File: src/rtl/seg_reader_if.sv
// Bus bundle between a multiplexed 7-segment source and seg_reader.
// Optional decimal-point lanes exist only when SEG_READER_DP_EN is defined.
interface seg_reader_if #(
  parameter int unsigned DIGITS = 4
);
  logic [6:0]          seg_in;
  logic [DIGITS-1:0]   n_dig;
  logic                err_clr;
  logic [4*DIGITS-1:0] value;
  logic [DIGITS-1:0]   valid;
  logic                upd;
  logic [2:0]          upd_idx;
  logic                err;
`ifdef SEG_READER_DP_EN
  logic                seg_dp;
  logic [DIGITS-1:0]   dp;

  modport master (
    output seg_in, n_dig, err_clr, seg_dp,
    input  value, valid, upd, upd_idx, err, dp
  );
  modport slave (
    input  seg_in, n_dig, err_clr, seg_dp,
    output value, valid, upd, upd_idx, err, dp
  );
`else
  modport master (
    output seg_in, n_dig, err_clr,
    input  value, valid, upd, upd_idx, err
  );
  modport slave (
    input  seg_in, n_dig, err_clr,
    output value, valid, upd, upd_idx, err
  );
`endif
endinterface

File: src/rtl/seg_reader.sv
// seg_reader: samples a scanned 7-segment bus and recovers one hex nibble per digit.
// A {digit-select, segments} pair commits once it has been sampled STABLE times in a row.
// Optional feature macro: SEG_READER_DP_EN (adds the decimal-point lane and dp outputs).
module seg_reader #(
  parameter int unsigned DIGITS = 4,
  parameter int unsigned STABLE = 3
) (
  input logic         clk,
  input logic         n_rst,
  seg_reader_if.slave bus
);

  localparam int unsigned CW = $clog2(STABLE + 1);
`ifdef SEG_READER_DP_EN
  localparam int unsigned PW = 8;
`else
  localparam int unsigned PW = 7;
`endif
  localparam int unsigned   SW      = DIGITS + PW;
  localparam logic [SW-1:0] SMP_RST = {{DIGITS{1'b1}}, {PW{1'b0}}};
  localparam logic [CW-1:0] CNT_MAX = CW'(STABLE);
  localparam logic [CW-1:0] CNT_PRE = CW'(STABLE - 1);

  // Segment pattern to {legal, nibble}.
  function automatic logic [4:0] seg_decode(input logic [6:0] s);
    case (s)
      7'h7E:   seg_decode = {1'b1, 4'h0};
      7'h30:   seg_decode = {1'b1, 4'h1};
      7'h6D:   seg_decode = {1'b1, 4'h2};
      7'h79:   seg_decode = {1'b1, 4'h3};
      7'h33:   seg_decode = {1'b1, 4'h4};
      7'h5B:   seg_decode = {1'b1, 4'h5};
      7'h5F:   seg_decode = {1'b1, 4'h6};
      7'h70:   seg_decode = {1'b1, 4'h7};
      7'h7F:   seg_decode = {1'b1, 4'h8};
      7'h7B:   seg_decode = {1'b1, 4'h9};
      7'h77:   seg_decode = {1'b1, 4'hA};
      7'h1F:   seg_decode = {1'b1, 4'hB};
      7'h0D:   seg_decode = {1'b1, 4'hC};
      7'h3D:   seg_decode = {1'b1, 4'hD};
      7'h6F:   seg_decode = {1'b1, 4'hE};
      7'h47:   seg_decode = {1'b1, 4'hF};
      default: seg_decode = 5'h00;
    endcase
  endfunction

  logic [SW-1:0] smp_d, smp_q;
  logic [CW-1:0] cnt_d, cnt_q;
  logic          hit_d, hit_q;

`ifdef SEG_READER_DP_EN
  assign smp_d = {bus.n_dig, bus.seg_dp, bus.seg_in};
`else
  assign smp_d = {bus.n_dig, bus.seg_in};
`endif

  // Run-length counter; hit marks the edge where the run first reaches STABLE.
  always_comb begin
    cnt_d = cnt_q;
    hit_d = 1'b0;
    if (smp_d == smp_q) begin
      if (cnt_q != CNT_MAX) begin
        cnt_d = cnt_q + CW'(1);
        hit_d = (cnt_q == CNT_PRE);
      end
    end else begin
      cnt_d = CW'(1);
    end
  end

  // Sample and stability registers.
  always_ff @(posedge clk or negedge n_rst) begin
    if (!n_rst) begin
      smp_q <= SMP_RST;
      cnt_q <= '0;
      hit_q <= 1'b0;
    end else begin
      smp_q <= smp_d;
      cnt_q <= cnt_d;
      hit_q <= hit_d;
    end
  end

  logic [DIGITS-1:0] sel_c;
  logic [6:0]        seg_c;
  logic [4:0]        dec_c;
  logic              smp_dp_c;

  assign sel_c = ~smp_q[SW-1 -: DIGITS];
  assign seg_c = smp_q[6:0];
  assign dec_c = seg_decode(seg_c);
`ifdef SEG_READER_DP_EN
  assign smp_dp_c = smp_q[7];
`else
  assign smp_dp_c = 1'b0;
`endif

  logic [4*DIGITS-1:0] value_d, value_q;
  logic [DIGITS-1:0]   valid_d, valid_q;
  logic [DIGITS-1:0]   dp_d, dp_q;
  logic                upd_d, upd_q;
  logic [2:0]          upd_idx_d, upd_idx_q;
  logic                err_d, err_q;

  // Commit decision: write/blank a digit, or flag an illegal pattern/select.
  always_comb begin
    value_d   = value_q;
    valid_d   = valid_q;
    dp_d      = dp_q;
    upd_d     = 1'b0;
    upd_idx_d = upd_idx_q;
    err_d     = err_q;
    if (bus.err_clr) begin
      err_d = 1'b0;
    end
    if (hit_q && (sel_c != '0)) begin
      if (!$onehot(sel_c)) begin
        err_d = 1'b1;
      end else if (dec_c[4] || (seg_c == 7'h00)) begin
        upd_d = 1'b1;
        for (int i = 0; i < int'(DIGITS); i++) begin
          if (sel_c[i]) begin
            if (dec_c[4]) begin
              value_d[4*i +: 4] = dec_c[3:0];
            end
            valid_d[i] = dec_c[4];
            dp_d[i]    = smp_dp_c;
            upd_idx_d  = 3'(i);
          end
        end
      end else begin
        err_d = 1'b1;
      end
    end
  end

  // Output registers.
  always_ff @(posedge clk or negedge n_rst) begin
    if (!n_rst) begin
      value_q   <= '0;
      valid_q   <= '0;
      dp_q      <= '0;
      upd_q     <= 1'b0;
      upd_idx_q <= 3'd0;
      err_q     <= 1'b0;
    end else begin
      value_q   <= value_d;
      valid_q   <= valid_d;
      dp_q      <= dp_d;
      upd_q     <= upd_d;
      upd_idx_q <= upd_idx_d;
      err_q     <= err_d;
    end
  end

  assign bus.value   = value_q;
  assign bus.valid   = valid_q;
  assign bus.upd     = upd_q;
  assign bus.upd_idx = upd_idx_q;
  assign bus.err     = err_q;
`ifdef SEG_READER_DP_EN
  assign bus.dp      = dp_q;
`else
  logic unused_dp_c;
  assign unused_dp_c = ^{dp_q, smp_dp_c};
`endif

endmodule

File: src/flat_wrapper.sv
// flat-port wrapper written by rule: the top's interface ports become plain ports
module seg_reader_flat 
#(
  parameter int unsigned DIGITS = 4,
  parameter int unsigned STABLE = 3
)
  (clk, n_rst, bus_seg_in, bus_n_dig, bus_err_clr, bus_value, bus_valid, bus_upd, bus_upd_idx, bus_err);
  seg_reader_if #(.DIGITS(DIGITS)) bus_i ();
  input logic clk;
  input logic n_rst;
  input wire logic [$bits(bus_i.seg_in)-1:0] bus_seg_in;
  input wire logic [$bits(bus_i.n_dig)-1:0] bus_n_dig;
  input wire logic [$bits(bus_i.err_clr)-1:0] bus_err_clr;
  output wire logic [$bits(bus_i.value)-1:0] bus_value;
  output wire logic [$bits(bus_i.valid)-1:0] bus_valid;
  output wire logic [$bits(bus_i.upd)-1:0] bus_upd;
  output wire logic [$bits(bus_i.upd_idx)-1:0] bus_upd_idx;
  output wire logic [$bits(bus_i.err)-1:0] bus_err;
  assign bus_i.seg_in = bus_seg_in;
  assign bus_i.n_dig = bus_n_dig;
  assign bus_i.err_clr = bus_err_clr;
  assign bus_value = bus_i.value;
  assign bus_valid = bus_i.valid;
  assign bus_upd = bus_i.upd;
  assign bus_upd_idx = bus_i.upd_idx;
  assign bus_err = bus_i.err;
  seg_reader #(.DIGITS(DIGITS), .STABLE(STABLE)) u_core (.clk(clk), .n_rst(n_rst), .bus(bus_i));
endmodule
File: config.mk
export PLATFORM = sky130hd
export DESIGN_NAME = seg_reader_flat
export DESIGN_NICKNAME = d
export VERILOG_FILES = /design/src/rtl/seg_reader_if.sv /design/src/rtl/seg_reader.sv /design/src/flat_wrapper.sv
export SDC_FILE = /design/constraint.sdc
export NUM_CORES = 1
export LEC_CHECK = 0
export ABC_CLOCK_PERIOD_IN_PS = 3100
export CELL_PAD_IN_SITES_DETAIL_PLACEMENT = 1
export CELL_PAD_IN_SITES_GLOBAL_PLACEMENT = 1
export CORE_ASPECT_RATIO = 1.1
export CORE_UTILIZATION = 40
export DETAILED_ROUTE_END_ITERATION = 12
export PLACE_DENSITY = 0.76
export SLEW_MARGIN = 25
export SYNTH_ARGS = -nofsm -noshare
export SYNTH_HDL_FRONTEND = slang
export SYNTH_SLANG_ARGS = --single-unit
File: constraint.sdc
create_clock -name clk -period 3.1 [get_ports clk]
set_input_delay 0.775 -clock clk [delete_from_list [all_inputs] [get_ports clk]]
set_output_delay 0.775 -clock clk [all_outputs]
set_load 0.03 [all_outputs]
## After elaboration in Yosys (flattened, before gate mapping)

Index checks and enable logic that the tools add are counted.
W data, S select, Z words.

- Flip-flop bits (word level): 39
- Output and inout bits: 25
- Bits of input ports: 14

- $add $sub $neg: 4
- Bitwise operators: 1
- Reduce and logical (&&, ||, !) cells: 13
- Equal/unequal tests: 21
- Multiplexer cells: 16

Operators by type and width:

| kind | count |
|---|---|
| $pmux W5 S16 | 1 |
| $eq A7 B7 Y1 const B | 11 |
| $eq A7 B6 Y1 const B | 3 |
| $reduce_and A4 Y1 | 5 |
| $reduce_and A5 Y1 | 4 |
| $mux W3 | 4 |
| $eq A11 B11 Y1 | 1 |
| $mux W1 | 9 |
| $eq A7 B4 Y1 const B | 1 |
| $eq A7 B5 Y1 const B | 1 |
| $logic_not A7 Y1 | 1 |
| $add A1 B1 Y2 | 2 |
| $mux W2 | 2 |
| $ne A2 B2 Y1 const B | 2 |
| $not A4 Y4 | 1 |
| $reduce_bool A4 Y1 | 1 |
| $add A3 B3 Y3 | 1 |
| $eq A3 B1 Y1 const B | 1 |
| $add A2 B1 Y2 const B | 1 |
| $eq A2 B2 Y1 const B | 1 |
| $logic_and A1 B1 Y1 | 1 |
| $logic_or A1 B1 Y1 | 1 |

## Depth between registers and ports, before layout

- Depth in word-level cells: 6
- Gate-level depth with buffers: 9

## Worst setup path after synthesis

OpenSTA, ideal clock, no wires.

- Path kind: flip-flop to flip-flop
- Start point: reg u_core.smp_q[7]
- End point: reg u_core.upd_idx_q[0] (netlist: u_core.bus.upd_idx[0])
- Library setup time: 0.128 ns
- Arrival: 2.466 ns
- Required time: 2.972 ns
- Cell stages (with the launch flop): 9
- Path buffers: 0
- Setup slack: 0.507 ns
- Cell sequence: dfstp_2 > inv_1 > ha_1 > ha_1 > fa_1 > nor2_1 > nand3_1 > a21oi_2 > mux2_1

- Word-level cells in the longest chain between the ends: 5
- Elaborated cells on any way between the ends: 7
- Classes of those cells: add/sub (2); eq/ne (1); bitwise (1); reduce/logical (3)

RTL lines:

| what | RTL line | source |
|---|---|---|
| start: declaration | seg_reader.sv:47 | `logic [SW-1:0] smp_d, smp_q;` |
| start signal: assignment | seg_reader.sv:78 | `smp_q <= smp_d;` |
| $not A4 Y4 * | seg_reader.sv:89 | `assign sel_c = ~smp_q[SW-1 -: DIGITS];` |
| $add A1 B1 Y2 (not written as such) | seg_reader.sv:117 | `if (!$onehot(sel_c)) begin` |
| $add A3 B3 Y3 (not written as such) | seg_reader.sv:117 |  |
| $eq A3 B1 Y1 | seg_reader.sv:117 |  |
| $reduce_and A4 Y1 (no line) * | -- |  |
| end signal: assignment | seg_reader.sv:151 | `upd_idx_q <= upd_idx_d;` |
| end: declaration | seg_reader.sv:102 | `logic [2:0] upd_idx_d, upd_idx_q;` |

Every way passes the cells marked *; elsewhere a longest branch is shown, timed or not.
A chain may end at the register's enable or synchronous reset.

## Worst setup path after layout

- Start point: reg u_core.smp_q[9]
- End point: reg u_core.upd_idx_q[0] (netlist: u_core.bus.upd_idx[0])

- Word-level cells in the longest chain between the ends: 5
- Elaborated cells on any way between the ends: 9
- Classes of those cells: add/sub (2); eq/ne (1); mux (2); bitwise (1); reduce/logical (3)

RTL lines:

| what | RTL line |
|---|---|
| $not A4 Y4 * | seg_reader.sv:89 |
| $add A1 B1 Y2 (not written as such) | seg_reader.sv:117 |
| $add A3 B3 Y3 (not written as such) | seg_reader.sv:117 |
| $eq A3 B1 Y1 | seg_reader.sv:117 |
| $reduce_and A4 Y1 (no line) | -- |

Marked as above.

==> impl_metrics.env <==
export IMPL_status="finished clean"
export IMPL_hp_class="flop to flop"
export IMPL_overflow=0
export IMPL_clock_latency_ps=300
export IMPL_rsz0062_at_grt="no"
export IMPL_drv_cap=0
export IMPL_wl_per_cell_um=18.22
export IMPL_die_y_um=75.73
export IMPL_postCtsResizedCells=0
export IMPL_fill_cells=535
export IMPL_grt_usage=0.2140
export IMPL_dr_total_vias=1600
export IMPL_critPathMaxFanout=6
export IMPL_clock_fmax_mhz=340.4
export IMPL_cp_buffers_inverters=1
export IMPL_grt_pass1_vias=1690
export IMPL_period_share=0.9475
export IMPL_ys_flop_type="dfrtp_1"
export IMPL_grt_pass1_wl_um=8569
export IMPL_cts_root_buf="clkbuf_8"
export IMPL_fin_worst_skew_ps=6.376
export IMPL_critPathCaptureType="flop"
export IMPL_crit_required_ps=3280
export IMPL_slowest_delay_ps=580
export IMPL_slew_viol_final=0
export IMPL_clock_sinks=38
export IMPL_min_from="u_core.bus.value[8]"
export IMPL_ys_seq_area_frac=0.4835
export IMPL_antenna_found_initial=0
export IMPL_finalWirelength_um=5139
export IMPL_multi_input_area_um2=948.4
export IMPL_hold_viol_final=0
export IMPL_crit_arrival_ps=3110
export IMPL_vias_per_cell=5.674
export IMPL_initial_core_util=0.4220
export IMPL_ff_latch_area_um2=955.9
export IMPL_worst_path_most_repeated_cell="ha_1"
export IMPL_crit_family="adder cells"
export IMPL_powerDensity_nw_per_um2=399.1
export IMPL_drtIter0Drc=64
export IMPL_holdBufCountCts=0
export IMPL_die_w_um=69.03
export IMPL_n_antenna_cell=0
export IMPL_crit_chain="inv_1 -> ha_1 -> ha_1 -> fa_1 -> nor2_1 -> nand3_1 -> a21oi_2 -> mux2_1"
export IMPL_holdPathEnd="u_core.bus.value[8]"
export IMPL_clock_tree_buffer_depth=2
export IMPL_grt_met2_usage=0.3797
export IMPL_fin_nets=247
export IMPL_syn_nets=210
export IMPL_syn_area_um2=1977
export IMPL_final_core_util=0.5272
export IMPL_postSynthAreaPerCell_um2=10.52
export IMPL_postCtsSetupBuffers=0
export IMPL_peakVddDrop_mv=0.3182
export IMPL_dr_pass1_iters=4
export IMPL_clkTransAtPathRegs_ps=80
export IMPL_fp_coreArea_um2=4684
export IMPL_path_depth=8
export IMPL_use_met3=0.04365
export IMPL_hold_depth=1
export IMPL_io_pins=39
export IMPL_remaining_drc_errors=0
export IMPL_async_reset_ff_frac=1.000
export IMPL_r2r_start="u_core.smp_q[9]"
export IMPL_rr_worst_depth=8
export IMPL_grt_max_degree=39
export IMPL_r2r_setup_slack_ps=160
export IMPL_fin_crit_ps=2937
export IMPL_ys_seq_elements=38
export IMPL_rows=26
export IMPL_synthCells=188
export IMPL_crit_path_top_delay_cell="dfstp_2"
export IMPL_h_tree_depth=2
export IMPL_synth_edf_count=0
export IMPL_mostFrequentLayoutCells="37 x clkdlybuf4s50_1, 34 x dfrtp_1, 17 x o21ai_0, 13 x xnor2_1"
export IMPL_worst_pin_slew_ps=634.0
export IMPL_instances_no_fill=282
export IMPL_dp_hpwl_um=3898
export IMPL_setup_tns_ps=0
export IMPL_die_area_um2=5228
export IMPL_p_leak_nw=1.055
export IMPL_numPortBuffers=37
export IMPL_setup_viol=0
export IMPL_fin_area_um2=2470
export IMPL_cts_buffers=5
export IMPL_grt_use_met1=0.2618
export IMPL_busiest_layer="met2"
export IMPL_cts_tree="yes"
export IMPL_dpl_cell_count=274
export IMPL_post_dp_cell_area_um2=2379
export IMPL_place_gp_congestion=0.8187
export IMPL_ys_warn_count=0
export IMPL_final_common_cell="clkdlybuf4s50_1"
export IMPL_path_class="flop to flop"
export IMPL_ant_nets=0
export IMPL_maxSlewHeadroom=0.5714
export IMPL_syn2layout_area_growth_pct=24.94
export IMPL_startpoint_type="flop"
export IMPL_startpoint="u_core.smp_q[9]"
export IMPL_yosysUniqueCellTypes=41
export IMPL_r2r_end="u_core.bus.upd_idx[0]"
export IMPL_final_layout_size_suffix_gt1_frac=0.06637
## state kept, by name, indices dropped and copies added (netlist names)
name / flops
u_core.smp_q: 11
u_core.cnt_q: 2
u_core.bus.valid: 4
u_core.bus.value: 16
u_core.bus.upd_idx: 2
u_core.bus.err: 1
u_core.hit_q: 1
u_core.bus.upd: 1
## per-stage QoR
step | hold slack [ps] | power [W] | worst slack, ps
6_report | 507.4 | 0.0009857 | 162.7
5_1_grt | 523.3 | 0.001027 | 41.42
4_1_cts | 505.7 | 0.0009992 | 166.8
3_5_place_dp | 480.9 | 0.0006436 | 159.4
3_3_place_gp | 473.8 | 0.0006355 | 371.7
2_1_floorplan | 479.4 | 0.0005955 | 506.8
## cell usage after synthesis (2+ instances only)
cell / n / area, um^2
a21oi_1: 3 / 15.01
a22o_1: 4 / 35.03
a32oi_1: 2 / 17.52
and2_1: 4 / 25.02
buf_2: 4 / 20.02
buf_4: 3 / 22.52
dfrtp_1: 34 / 850.8
dfstp_2: 4 / 105.1
ha_1: 7 / 87.58
inv_1: 7 / 26.28
mux2i_1: 5 / 50.05
nand2_1: 12 / 45.04
nand2b_1: 5 / 31.28
nand3_1: 7 / 35.03
nand4_1: 8 / 50.05
nor2_1: 12 / 45.04
nor2b_1: 2 / 12.51
nor3_1: 5 / 25.02
nor3b_1: 2 / 15.01
nor4b_1: 2 / 17.52
o21ai_0: 17 / 85.08
o2bb2ai_1: 8 / 70.07
xnor2_1: 13 / 113.9
## kinds of logic (layout without fill, tap and decap cells)
logic type	Yosys count	count (layout)	synth area share
AND/OR/NAND/NOR	65	65	0.1861
AO/OA/AOI/OAI	41	41	0.1443
flip-flops	38	38	0.4835
buffers and inverters	15	53	0.03671
XOR/XNOR	14	14	0.06203
adder cells (fa/ha/maj)	8	8	0.05443
multiplexers	6	6	0.03101
other	1	1	0.001897
## worst max path at each step
| stage | end | slack, ps |
|---|---|---|
| after floorplan | u_core.bus.upd_idx[0] | 510 |
| after global placement | u_core.bus.upd_idx[0] | 370 |
| after detailed placement | u_core.bus.upd_idx[0] | 160 |
| after CTS | u_core.bus.upd_idx[0] | 170 |
| after global routing | u_core.bus.value[6] | 40 |
| final | u_core.bus.upd_idx[0] | 160 |
## layer usage
layer / up-vias / part of all wire
met5: - / 0
met4: 0 / 0.016
met3: 8 / 0.032
met2: 29 / 0.52
met1: 819 / 0.44
li1: 744 / -
## report_power, final
part / switching (W) / total [W] / internal (W)
clock network: 0.000173 / 0.000352 / 0.000179
logic: 0.0000566 / 0.000105 / 0.0000489
registers: 0.0000231 / 0.000528 / 0.000505
total: 0.000253 / 0.000986 / 0.000733
## area by class of cell
cell class | count | share of cell area
flip-flops and latches | 38 | 0.3870
multi-input cells | 135 | 0.3840
repair buffers | 38 | 0.1530
clock buffers | 7 | 0.03495
well taps | 56 | 0.02837
inverters | 7 | 0.01064
clock inverters | 1 | 0.002026
Note: power is estimated with default switching activity, not from simulation.
